## config.mk

```make
export PLATFORM = sky130hd
export DESIGN_NAME = hamming_secded_codec_flat
export DESIGN_NICKNAME = d
export VERILOG_FILES = /design/src/rtl/hamming_secded_codec_if.sv /design/src/rtl/hamming_secded_codec.sv /design/src/flat_wrapper.sv
export SDC_FILE = /design/constraint.sdc
export NUM_CORES = 1
export LEC_CHECK = 0
export ABC_AREA = 1
export BUFFER_PORTS_ARGS = -buffer_cell sky130_fd_sc_hd__buf_2
export CAP_MARGIN = 20
export CORE_MARGIN = 8
export CORE_UTILIZATION = 30
export DETAILED_ROUTE_END_ITERATION = 12
export MAX_ROUTING_LAYER = met4
export PLACE_DENSITY_LB_ADDON = 0.15
export RECOVER_POWER = 25
export SYNTH_ARGS = -nofsm -noshare
export SYNTH_HDL_FRONTEND = slang
export SYNTH_SLANG_ARGS = --single-unit
```

## constraint.sdc

```tcl
create_clock -name clk -period 2.5 [get_ports clk]
set_input_delay 0.25 -clock clk [delete_from_list [all_inputs] [get_ports clk]]
set_output_delay 0.25 -clock clk [all_outputs]
set_load 0.02 [all_outputs]
```

## src/rtl/hamming_secded_codec_if.sv

```systemverilog
// hamming_secded_codec_if: handshake, data and status bundle between a source/sink and the SECDED codec
interface hamming_secded_codec_if #(
    parameter int DATA_W = 4,
    parameter int CNT_W  = 8
);
    function automatic int calc_p(input int dw);
        int r = 7;
        for (int p = 7; p >= 1; p--) r = ((1 << p) >= dw + p + 1) ? p : r;
        return r;
    endfunction
    localparam int P      = calc_p(DATA_W);
    localparam int CODE_W = DATA_W + P + 1;
    logic              mode;
    logic              in_valid;
    logic              in_ready;
    logic [CODE_W-1:0] in_data;
    logic              out_valid;
    logic              out_ready;
    logic [CODE_W-1:0] out_data;
    logic [1:0]        out_err;
    logic [P-1:0]      out_syn;
    logic              clr_cnt;
    logic [CNT_W-1:0]  corr_cnt;
    logic [CNT_W-1:0]  uncorr_cnt;
    modport slave (
        input  mode, in_valid, in_data, out_ready, clr_cnt,
        output in_ready, out_valid, out_data, out_err, out_syn, corr_cnt, uncorr_cnt
    );
    modport master (
        output mode, in_valid, in_data, out_ready, clr_cnt,
        input  in_ready, out_valid, out_data, out_err, out_syn, corr_cnt, uncorr_cnt
    );
endinterface

```

## src/rtl/hamming_secded_codec.sv

```systemverilog
// hamming_secded_codec: streaming SECDED encoder/decoder with registered output and saturating error counters
module hamming_secded_codec #(
    parameter int DATA_W = 4,
    parameter int CNT_W  = 8
) (
    input logic                  clk,
    input logic                  rst_n,
    hamming_secded_codec_if.slave bus
);
    function automatic int calc_p(input int dw);
        int r = 7;
        for (int p = 7; p >= 1; p--) r = ((1 << p) >= dw + p + 1) ? p : r;
        return r;
    endfunction
    localparam int P      = calc_p(DATA_W);
    localparam int N      = DATA_W + P;
    localparam int CODE_W = N + 1;

    // Hamming position pos lives at code bit CODE_W-pos; data fills non-power-of-two positions MSB first
    function automatic logic [CODE_W-1:0] encode(input logic [DATA_W-1:0] d);
        logic [CODE_W-1:0] c = '0;
        logic [P-1:0]      s = '0;
        int                j = DATA_W - 1;
        for (int pos = 1; pos <= N; pos++) begin
            if ((pos & (pos - 1)) != 0) begin
                c |= CODE_W'(1'(d >> j)) << (CODE_W - pos);
                s ^= 1'(d >> j) ? P'(pos) : '0;
                j--;
            end
        end
        for (int k = 0; k < P; k++) c |= CODE_W'(1'(s >> k)) << (CODE_W - (1 << k));
        c[0] = ^c[CODE_W-1:1];
        return c;
    endfunction

    function automatic logic [P-1:0] syndrome(input logic [CODE_W-1:0] c);
        logic [P-1:0] s = '0;
        for (int pos = 1; pos <= N; pos++) s ^= 1'(c >> (CODE_W - pos)) ? P'(pos) : '0;
        return s;
    endfunction

    function automatic logic [DATA_W-1:0] extract(input logic [CODE_W-1:0] c);
        logic [DATA_W-1:0] d = '0;
        int                j = DATA_W - 1;
        for (int pos = 1; pos <= N; pos++) begin
            if ((pos & (pos - 1)) != 0) begin
                d |= DATA_W'(1'(c >> (CODE_W - pos))) << j;
                j--;
            end
        end
        return d;
    endfunction

    logic              out_valid_q, out_valid_d;
    logic [CODE_W-1:0] out_data_q, out_data_d;
    logic [1:0]        out_err_q, out_err_d;
    logic [P-1:0]      out_syn_q, out_syn_d;
    logic [CNT_W-1:0]  corr_q, corr_d, uncorr_q, uncorr_d;
    logic [CODE_W-1:0] enc, fixed;
    logic [P-1:0]      syn;
    logic              ovr, flip_ok, accept;
    logic [1:0]        dec_err, load_err;
    int                flip_sh;

    assign enc      = encode(bus.in_data[DATA_W-1:0]);
    assign syn      = syndrome(bus.in_data);
    assign ovr      = ^bus.in_data;
    assign flip_ok  = ovr && int'(syn) <= N;
    // syndrome 0 with odd parity means the overall parity bit itself flipped
    assign flip_sh  = (syn == '0) ? 0 : CODE_W - int'(syn);
    assign fixed    = bus.in_data ^ (flip_ok ? (CODE_W'(1) << flip_sh) : '0);
    assign dec_err  = flip_ok ? 2'b01 : ((ovr || syn != '0) ? 2'b10 : 2'b00);
    assign load_err = bus.mode ? dec_err : 2'b00;
    assign bus.in_ready = rst_n && (!out_valid_q || bus.out_ready);
    assign accept   = bus.in_valid && bus.in_ready;

    always_comb begin
        out_valid_d = accept || (out_valid_q && !bus.out_ready);
        out_data_d  = accept ? (bus.mode ? CODE_W'(extract(fixed)) : enc) : out_data_q;
        out_err_d   = accept ? load_err : out_err_q;
        out_syn_d   = accept ? (bus.mode ? syn : '0) : out_syn_q;
        corr_d      = bus.clr_cnt ? '0 : (accept && load_err == 2'b01 && corr_q != '1) ? corr_q + CNT_W'(1) : corr_q;
        uncorr_d    = bus.clr_cnt ? '0 : (accept && load_err == 2'b10 && uncorr_q != '1) ? uncorr_q + CNT_W'(1) : uncorr_q;
    end

    always_ff @(posedge clk) begin
        if (!rst_n) begin
            out_valid_q <= 1'b0;
            out_data_q  <= '0;
            out_err_q   <= '0;
            out_syn_q   <= '0;
            corr_q      <= '0;
            uncorr_q    <= '0;
        end else begin
            out_valid_q <= out_valid_d;
            out_data_q  <= out_data_d;
            out_err_q   <= out_err_d;
            out_syn_q   <= out_syn_d;
            corr_q      <= corr_d;
            uncorr_q    <= uncorr_d;
        end
    end

    assign bus.out_valid  = out_valid_q;
    assign bus.out_data   = out_data_q;
    assign bus.out_err    = out_err_q;
    assign bus.out_syn    = out_syn_q;
    assign bus.corr_cnt   = corr_q;
    assign bus.uncorr_cnt = uncorr_q;
endmodule

```

## src/flat_wrapper.sv

```systemverilog
// flat-port wrapper written by rule: the top's interface ports become plain ports
module hamming_secded_codec_flat 
#(
    parameter int DATA_W = 4,
    parameter int CNT_W  = 8
)
  (clk, rst_n, bus_mode, bus_in_valid, bus_in_data, bus_out_ready, bus_clr_cnt, bus_in_ready, bus_out_valid, bus_out_data, bus_out_err, bus_out_syn, bus_corr_cnt, bus_uncorr_cnt);
  hamming_secded_codec_if #(.DATA_W(DATA_W), .CNT_W(CNT_W)) bus_i ();
  input logic clk;
  input logic rst_n;
  input wire logic [$bits(bus_i.mode)-1:0] bus_mode;
  input wire logic [$bits(bus_i.in_valid)-1:0] bus_in_valid;
  input wire logic [$bits(bus_i.in_data)-1:0] bus_in_data;
  input wire logic [$bits(bus_i.out_ready)-1:0] bus_out_ready;
  input wire logic [$bits(bus_i.clr_cnt)-1:0] bus_clr_cnt;
  output wire logic [$bits(bus_i.in_ready)-1:0] bus_in_ready;
  output wire logic [$bits(bus_i.out_valid)-1:0] bus_out_valid;
  output wire logic [$bits(bus_i.out_data)-1:0] bus_out_data;
  output wire logic [$bits(bus_i.out_err)-1:0] bus_out_err;
  output wire logic [$bits(bus_i.out_syn)-1:0] bus_out_syn;
  output wire logic [$bits(bus_i.corr_cnt)-1:0] bus_corr_cnt;
  output wire logic [$bits(bus_i.uncorr_cnt)-1:0] bus_uncorr_cnt;
  assign bus_i.mode = bus_mode;
  assign bus_i.in_valid = bus_in_valid;
  assign bus_i.in_data = bus_in_data;
  assign bus_i.out_ready = bus_out_ready;
  assign bus_i.clr_cnt = bus_clr_cnt;
  assign bus_in_ready = bus_i.in_ready;
  assign bus_out_valid = bus_i.out_valid;
  assign bus_out_data = bus_i.out_data;
  assign bus_out_err = bus_i.out_err;
  assign bus_out_syn = bus_i.out_syn;
  assign bus_corr_cnt = bus_i.corr_cnt;
  assign bus_uncorr_cnt = bus_i.uncorr_cnt;
  hamming_secded_codec #(.DATA_W(DATA_W), .CNT_W(CNT_W)) u_core (.clk(clk), .rst_n(rst_n), .bus(bus_i));
endmodule
```

==> impl_metrics.ini, run 1 <==
[global_routing]
grt_pass1_vias = 1930
antenna_found_initial = 0
grt_pass1_wl_um = 8710
grt_usage_pct = 12.1
grt_start_max_net_pins = 16
grt_overflow = 0

[flow_run]
cap_violations = 0

[timing]
clock_skew_ns = 0.00869
finalCritPeriodShare_pct = 67.7
rsz0062_at_grt = no
min_period_ns = 1.69
setup_viol = 0
fin_ws_ns = 0.806
slew_viol_final = 0
fmax_mhz = 590
finalHoldViolCount = 0
worst_pin_slew_ns = 0.503
slew_headroom_pct = 66.4
tns_ns = 0

[floorplanning]
die_h_um = 96.1
num_rows = 29
io_pins = 45
fp.dieW_um = 96.1
start_util_pct = 30.6
dieArea_um2 = 9230
core_um2 = 6280

[worst_setup_path]
worstSetupPathType = reg -> reg
path_max_fanout = 14
cp_cell_sequence = inv_1 -> nor2_1 -> nor2_2 -> nand2_1 -> nor2_1 -> a32oi_1 -> o21ai_1 -> inv_1
startpoint_type = flip-flop
slowest_stage = nor2_1
cp-end-kind = flip-flop
crit_arrival_ns = 1.87
cp_data_required_time_ns = 2.68
critical-path-max-stage-delay_ns = 0.50

[power]
fin_total_pwr_w = 0.00112
powerDensity_nw_per_um2 = 489
power_leakage_nw = 1.02
ir_drop_v = 0.000231

[clock_network]
clkLatencyLatePin_ns = 0.28
root_buffer = clkbuf_8
cts_max_path_buffers = 2
cts_tree = done
clk_pin_slew_worst_paths_ns = 0.07
cts_max_level = 2
post_cts_buffers = 0
cts_hold_buf = 0
cts_resized = 0
cts_sinks = 30
cts_made_buffers = 5

[drt]
postRouteAntennaNets = 0
wl_um = 5140
wl_per_cell_um = 12.3
firstDrtPassIters = 4
viasPerCell = 4.66
drtIter0Drc = 55
drc = 0
via_count = 1942

[layout]
n_antenna_cell = 0
nets = 355
syn_to_final_growth_pct = 18.7
drive_gt1_share_pct = 20.0
fillers = 722
fin_cells = 417

[yosys]
synth_flop_cell = dfxtp_1
synth_nets = 310
syn-cell-area_um2 = 1920
yosysSeqAreaShare_pct = 31.2
synth-edff-count = 0
synth_top_area_share_pct = 31.2
ys_top_cells_by_count = nand2_1, dfxtp_1, a21oi_1
yosys.cell_types.count = 30
synthArstFlopShare_pct = 0
netlist_instances = 294
syn_area_per_cell_um2 = 6.54
synth_top_area_cell = dfxtp_1
yosysMostFrequentCell = nand2_1
yosysWarnings = 0
yosys-top-cells-area = dfxtp_1, nand2_1, a21oi_1
ys_ff_latch = 30

[placement]
gp_congestion = 0.765
dp_hpwl_um = 3940
pre_cts_slack_ns = 0.720
numPortBuffers = 44
dp.cells = 409

[worst_hold_path]
hp-class = in -> reg

[status]
status = completed
-- path summary, 6_finish.rpt --
path / start / slack (ns) / depth (start not counted) / endpoint
setup reg to reg: u_core.bus.out_valid / 0.81 / 8 / u_core.bus.out_data[0]
hold reg to reg: u_core.bus.out_data[5] / 0.47 / 2 / u_core.bus.out_data[5]
setup / recovery: u_core.bus.out_valid / 0.81 / 8 / u_core.bus.out_data[0]
hold / removal: bus_in_valid / 0.22 / 3 / u_core.bus.out_valid
-- critical path, delay by kind of cell (launching register included) --
family	cells	cell delay, ns
flops	1	0.31
simple gates	4	0.93
buf+inv	2	0.09
compound gates	2	0.28
-- placed cells by master, fill, tap and decap left out, types with 3 or more instances in the layout --
master / netlist / final
a21oi_1: 25 / 25
a22oi_1: 3 / 3
buf_2: 1 / 30
clkbuf_1: 3 / 15
clkbuf_8: 0 / 6
dfxtp_1: 30 / 30
inv_1: 16 / 16
inv_2: 7 / 7
inv_4: 3 / 3
nand2_1: 106 / 106
nand2_2: 9 / 9
nand2_4: 3 / 3
nand3_1: 23 / 23
nand4_1: 7 / 7
nor2_1: 20 / 20
nor3_1: 3 / 3
o21ai_1: 6 / 6
xnor2_1: 5 / 5
xor2_1: 5 / 5
-- state kept, by name (all words and copies together), names as in the netlist --
register,cells
u_core.bus.corr_cnt,8
u_core.bus.out_data,8
u_core.bus.out_err,2
u_core.bus.out_syn,3
u_core.bus.out_valid,1
u_core.bus.uncorr_cnt,8
-- through the flow --
step / utilization (%) / cell area [um2] / hold WS [ns]
3_3_place_gp: 35.2 / 2210 / 0.460
3_5_place_dp: 35.2 / 2210 / 0.459
5_1_grt: 36.4 / 2280 / 0.228
2_1_floorplan: - / 1920 / 0.371
6_report: 36.4 / 2280 / 0.224
4_1_cts: 36.6 / 2300 / 0.225
-- per-layer routing --
| metal | vias to the layer above | global-route usage (%) | part of all wire, % | routed length (um) |
|---|---|---|---|---|
| met2 | 35 | 19.8 | 47 | 2430 |
| met5 | - | - | 0 | 0 |
| li1 | 1049 | - | - | - |
| met4 | 0 | 3.07 | 0.56 | 29 |
| met1 | 854 | 14.3 | 47 | 2420 |
| met3 | 4 | 3.43 | 5.0 | 257 |
-- cell type report --
cell class	instances	area, um2	share of cell area, %
well taps	77	96.3	4.22
clock buffers	7	86.3	3.78
repair buffers	44	203	8.88
clock inverters	1	5.00	0.219
multi-input cells	231	1180	51.8
flip-flops and latches	30	601	26.3
inverters	27	110	4.82
-- where the power goes --
part	total, W	internal (W)	switching, W	leakage, nW
clock	0.000402	0.000222	0.000181	0.0482
sequential	0.000496	0.000489	0.00000696	0.243
combinational	0.000217	0.0000638	0.000154	0.731
-- cell families after synthesis --
logic type | Yosys count | share of synthesized area [%]
compound gates | 40 | 11.3
xor+xnor | 10 | 4.55
fa+ha+maj | 2 | 1.30
buf+inv | 33 | 7.35
flops | 30 | 31.2
simple gates | 179 | 44.2
Power figures use the tool's default switching activity.
==> run 2, diff against run 1 <==
==> constraint.sdc (replaced) <==
create_clock -name clk -period 1.5 [get_ports clk]
set_input_delay 0.15 -clock clk [delete_from_list [all_inputs] [get_ports clk]]
set_output_delay 0.15 -clock clk [all_outputs]
set_load 0.02 [all_outputs]
==> impl_metrics.ini, run 2 (synthesized netlist as in run 1, its figures left out) <==
[status]
status = completed

[drt]
wl_met3_um = 203
firstDrtPassIters = 5
via_count = 2042
wl_met1_um = 2510
drc = 0
postRouteAntennaNets = 0
viasPerCell = 4.66
drtIter0Drc = 72
wl_per_cell_um = 11.7
wl_met2_um = 2380
highest_layer = met4
wl_um = 5130

[worst_hold_path]
hp-class = in -> reg
worstHoldStart = bus_in_valid
holdPathStages = 3
hold_path_end = u_core.bus.out_valid

[floorplanning]
num_rows = 29
dieArea_um2 = 9230
core_um2 = 6280
fp.dieW_um = 96.1
start_util_pct = 30.6
die_h_um = 96.1
io_pins = 45

[layout]
regArea_um2 = 606
fillers = 696
drive_gt1_share_pct = 28.0
fin_area_um2 = 2480
final_util_pct = 39.5
multi_input_area_um2 = 1210
fin_cells = 438
final_common_cell = nand2_1
nets = 376
n_antenna_cell = 0
syn_to_final_growth_pct = 28.9
final_cell_mix = nand2_1, buf_2, dfxtp_1

[timing]
hold_slack_ns = 0.140
slew_headroom_pct = 72.1
setup_viol = 0
rsz0062_at_grt = no
slew_viol_final = 0
fmax_mhz = 726
finalCritPeriodShare_pct = 91.9
worst_pin_slew_ns = 0.418
min_period_ns = 1.38
finalHoldViolCount = 0
clock_skew_ns = 0.00727

[clock_network]
root_buffer = clkbuf_8
cts_max_level = 2
cts_hold_buf = 0
cts_made_buffers = 5
clkLatencyLatePin_ns = 0.28
post_cts_buffers = 0
cts_tree = done
cts_resized = 0
cts_max_path_buffers = 2
cts_sinks = 30
clk_pin_slew_worst_paths_ns = 0.07

[worst_setup_path]
startpoint_type = flip-flop
cp-end-kind = flip-flop
path_max_fanout = 8
cp_data_required_time_ns = 1.65
worstSetupPathType = reg -> reg
r2r-end = u_core.bus.uncorr_cnt[0]
ff2ff_path_depth = 7
rrSetupSlack_ns = 0.12
crit_arrival_ns = 1.53
worstReg2RegStart = u_core.bus.uncorr_cnt[0]

[global_routing]
grt_usage_pct = 11.7
grt_start_max_net_pins = 15
grt_overflow = 0
grt_pass1_wl_um = 8550
antenna_found_initial = 0
grt_pass1_vias = 1942

[placement]
dp_hpwl_um = 4010
gp_congestion = 0.812
dp.cells = 430
numPortBuffers = 44
placed_area_um2 = 2380

[power]
ir_drop_v = 0.000479
power_leakage_nw = 1.15
powerDensity_nw_per_um2 = 767

[flow_run]
cap_violations = 0
-- run 2: metrics by stage --
stage,TNS [ns],setup slack (ns),power (W)
global route,0,0.00247,0.00202
floorplan,0,0.0132,0.00112
detailed placement,-0.154,-0.0489,0.00124
CTS,0,0.0687,0.00194
global placement,-0.0638,-0.0507,0.00125
finish,0,0.122,0.00190
-- run 2: area by class of cell --
cell class	instances	share of cell area [%]
tap	77	3.89
clock buffer	6	3.33
timing repair buffer	65	14.7
multi-input combinational	231	48.7
clock inverter	2	0.505
inverter	27	4.44
sequential	30	24.4
-- run 2: layer usage --
| layer | vias to the layer above | global-route usage [%] |
|---|---|---|
| li1 | 1085 | - |
| met1 | 915 | 14.1 |
| met2 | 38 | 19.1 |
| met3 | 4 | 2.57 |
| met4 | 0 | 3.07 |
| met5 | - | - |
-- run 2: worst max path at each step --
| stage | endpoint | depth (start not counted) | start |
|---|---|---|---|
| finish | u_core.bus.uncorr_cnt[0] | 7 | u_core.bus.uncorr_cnt[0] |
| global route | u_core.bus.uncorr_cnt[4] | 7 | u_core.bus.uncorr_cnt[0] |
| CTS | u_core.bus.corr_cnt[1] | 7 | u_core.bus.corr_cnt[0] |
| detailed placement | u_core.bus.out_data[0] | 12 | bus_in_data[1] |
| global placement | u_core.bus.out_data[0] | 12 | bus_in_data[1] |
| floorplan | u_core.bus.uncorr_cnt[2] | 8 | u_core.bus.uncorr_cnt[3] |
-- run 2: power by group --
group	total [W]	switching (W)	internal [W]
clock network	0.000678	0.000310	0.000368
registers	0.000826	0.0000103	0.000816
logic	0.000396	0.000263	0.000133
-- run 2: critical path: stages (launching register included) --
cell	delay [ns]
dfxtp_2	0.35
ha_1	0.20
nand4_1	0.15
nor2_1	0.11
nand2_1	0.10
buf_4	0.19
nand3_1	0.09
a21oi_1	0.06
==> run 3, diff against run 2 <==
==> constraint.sdc (replaced) <==
create_clock -name clk -period 1.5 [get_ports clk]
set_input_delay 0.3 -clock clk [delete_from_list [all_inputs] [get_ports clk]]
set_output_delay 0.3 -clock clk [all_outputs]
set_load 0.02 [all_outputs]
==> impl_metrics.ini, run 3 (synthesized netlist as in run 1, its figures left out) <==
[status]
status = completed

[clock_network]
root_buffer = clkbuf_8
cts_tree = done
clk_pin_slew_worst_paths_ns = 0.06
cts_hold_buf = 0
cts_sinks = 30
clkLatencyLatePin_ns = 0.27
cts_max_level = 2
cts_max_path_buffers = 2
cts_made_buffers = 5

[worst_setup_path]
startpoint = u_core.bus.out_valid
startpoint_type = flip-flop
cp_data_required_time_ns = 1.20
path_max_fanout = 3
worstReg2RegStart = u_core.bus.uncorr_cnt[0]
crit_arrival_ns = 1.06
worstSetupPathType = reg -> out
rrSetupSlack_ns = 0.14
cp-end-kind = output pin

[layout]
final_common_cell = nand2_1
final_cell_mix = nand2_1, buf_4, buf_2
nets = 397
drive_gt1_share_pct = 31.7
fillers = 679
fin_area_um2 = 2650
fin_cells = 459
n_antenna_cell = 0
syn_to_final_growth_pct = 37.6

[timing]
finalCritPeriodShare_pct = 90.8
min_period_ns = 1.36
rsz0062_at_grt = no
finalHoldViolCount = 0
slew_headroom_pct = 72.5
fmax_mhz = 734
tns_ns = 0
setup_viol = 0
worst_pin_slew_ns = 0.412
hold_slack_ns = 0.285
clock_skew_ns = 0.00443
slew_viol_final = 0

[global_routing]
antenna_found_initial = 0
grt_start_max_net_pins = 15
grt_pass1_vias = 2029
grt_pass1_wl_um = 8930
grt_usage_pct = 12.4
grt_overflow = 0

[floorplanning]
io_pins = 45
dieArea_um2 = 9230
start_util_pct = 30.6
die_h_um = 96.1
fp.dieW_um = 96.1
core_um2 = 6280
num_rows = 29

[power]
power_leakage_nw = 1.23
ir_drop_v = 0.000442
fin_total_pwr_w = 0.00195
powerDensity_nw_per_um2 = 738

[drt]
wl_met1_um = 2590
wl_met3_um = 183
firstDrtPassIters = 5
highest_layer = met4
wl_um = 5350
viasPerCell = 4.63
wl_per_cell_um = 11.7
wl_met2_um = 2550
via_count = 2126
drc = 0
drtIter0Drc = 69
postRouteAntennaNets = 0

[placement]
numPortBuffers = 44
gp_congestion = 0.828
dp_hpwl_um = 4210
dp.cells = 450
placed_area_um2 = 2530

[worst_hold_path]
worstHoldStart = bus_in_valid
hp-class = in -> reg

[flow_run]
cap_violations = 0
run 3: changes by cell type in the layout (fill, tap and decap cells not counted):
cell,previous run,this run
buf_2,33,29
buf_4,21,41
clkbuf_1,11,14
clkbuf_4,0,1
ha_1,2,1
ha_4,0,1
inv_1,16,15
inv_2,7,8
nand2_2,10,11
run 3: through the flow:
| step | util [%] | setup WS [ns] |
|---|---|---|
| global route | 42.2 | 0.000248 |
| global placement | 40.4 | -0.151 |
| detailed placement | 40.4 | -0.161 |
| CTS | 41.9 | 0.0465 |
| floorplan | - | 0.0132 |
| finish | 42.2 | 0.138 |
run 3: critical path: stages (launching register included):
cell and delay (ns):
dfxtp_1 0.33, inv_1 0.04, nor2_1 0.20, nor2_4 0.06, buf_2 0.16
run 3: what timing repair did:
| action | in CTS | in global routing |
|---|---|---|
| setup buffers | 0 | 0 |
| resized for setup | 0 | 8 |
| setup endpoints to repair | 0 | 19 |
run 3: metal layers:
layer	GRT usage (%)	up-vias
met3	2.34	4
met4	4.35	0
met2	19.4	34
li1	-	1129
met5	-	-
met1	15.4	959
run 3: path summary, 6_finish.rpt:
kind / depth (start not counted) / to
max: 4 / bus_in_ready
min: 3 / u_core.bus.out_valid
max reg2reg: 7 / u_core.bus.uncorr_cnt[0]
min reg2reg: 2 / u_core.bus.out_data[7]
run 3: final cells by class:
type	instances	area (um2)	share of cell area (%)
sequential	30	606	22.9
timing repair buffer	85	513	19.4
clock inverter	2	12.5	0.473
clock buffer	6	82.6	3.12
tap	77	96.3	3.64
inverter	27	110	4.16
multi-input combinational	232	1230	46.3
run 3: power breakdown:
group          leakage (nW)  switching (W)  total [W]  internal (W)
Combinational         0.936       0.000276   0.000454      0.000178
Sequential            0.245      0.0000107   0.000826      0.000816
Clock                0.0472       0.000305   0.000673      0.000368
Total                  1.23       0.000592    0.00195       0.00136
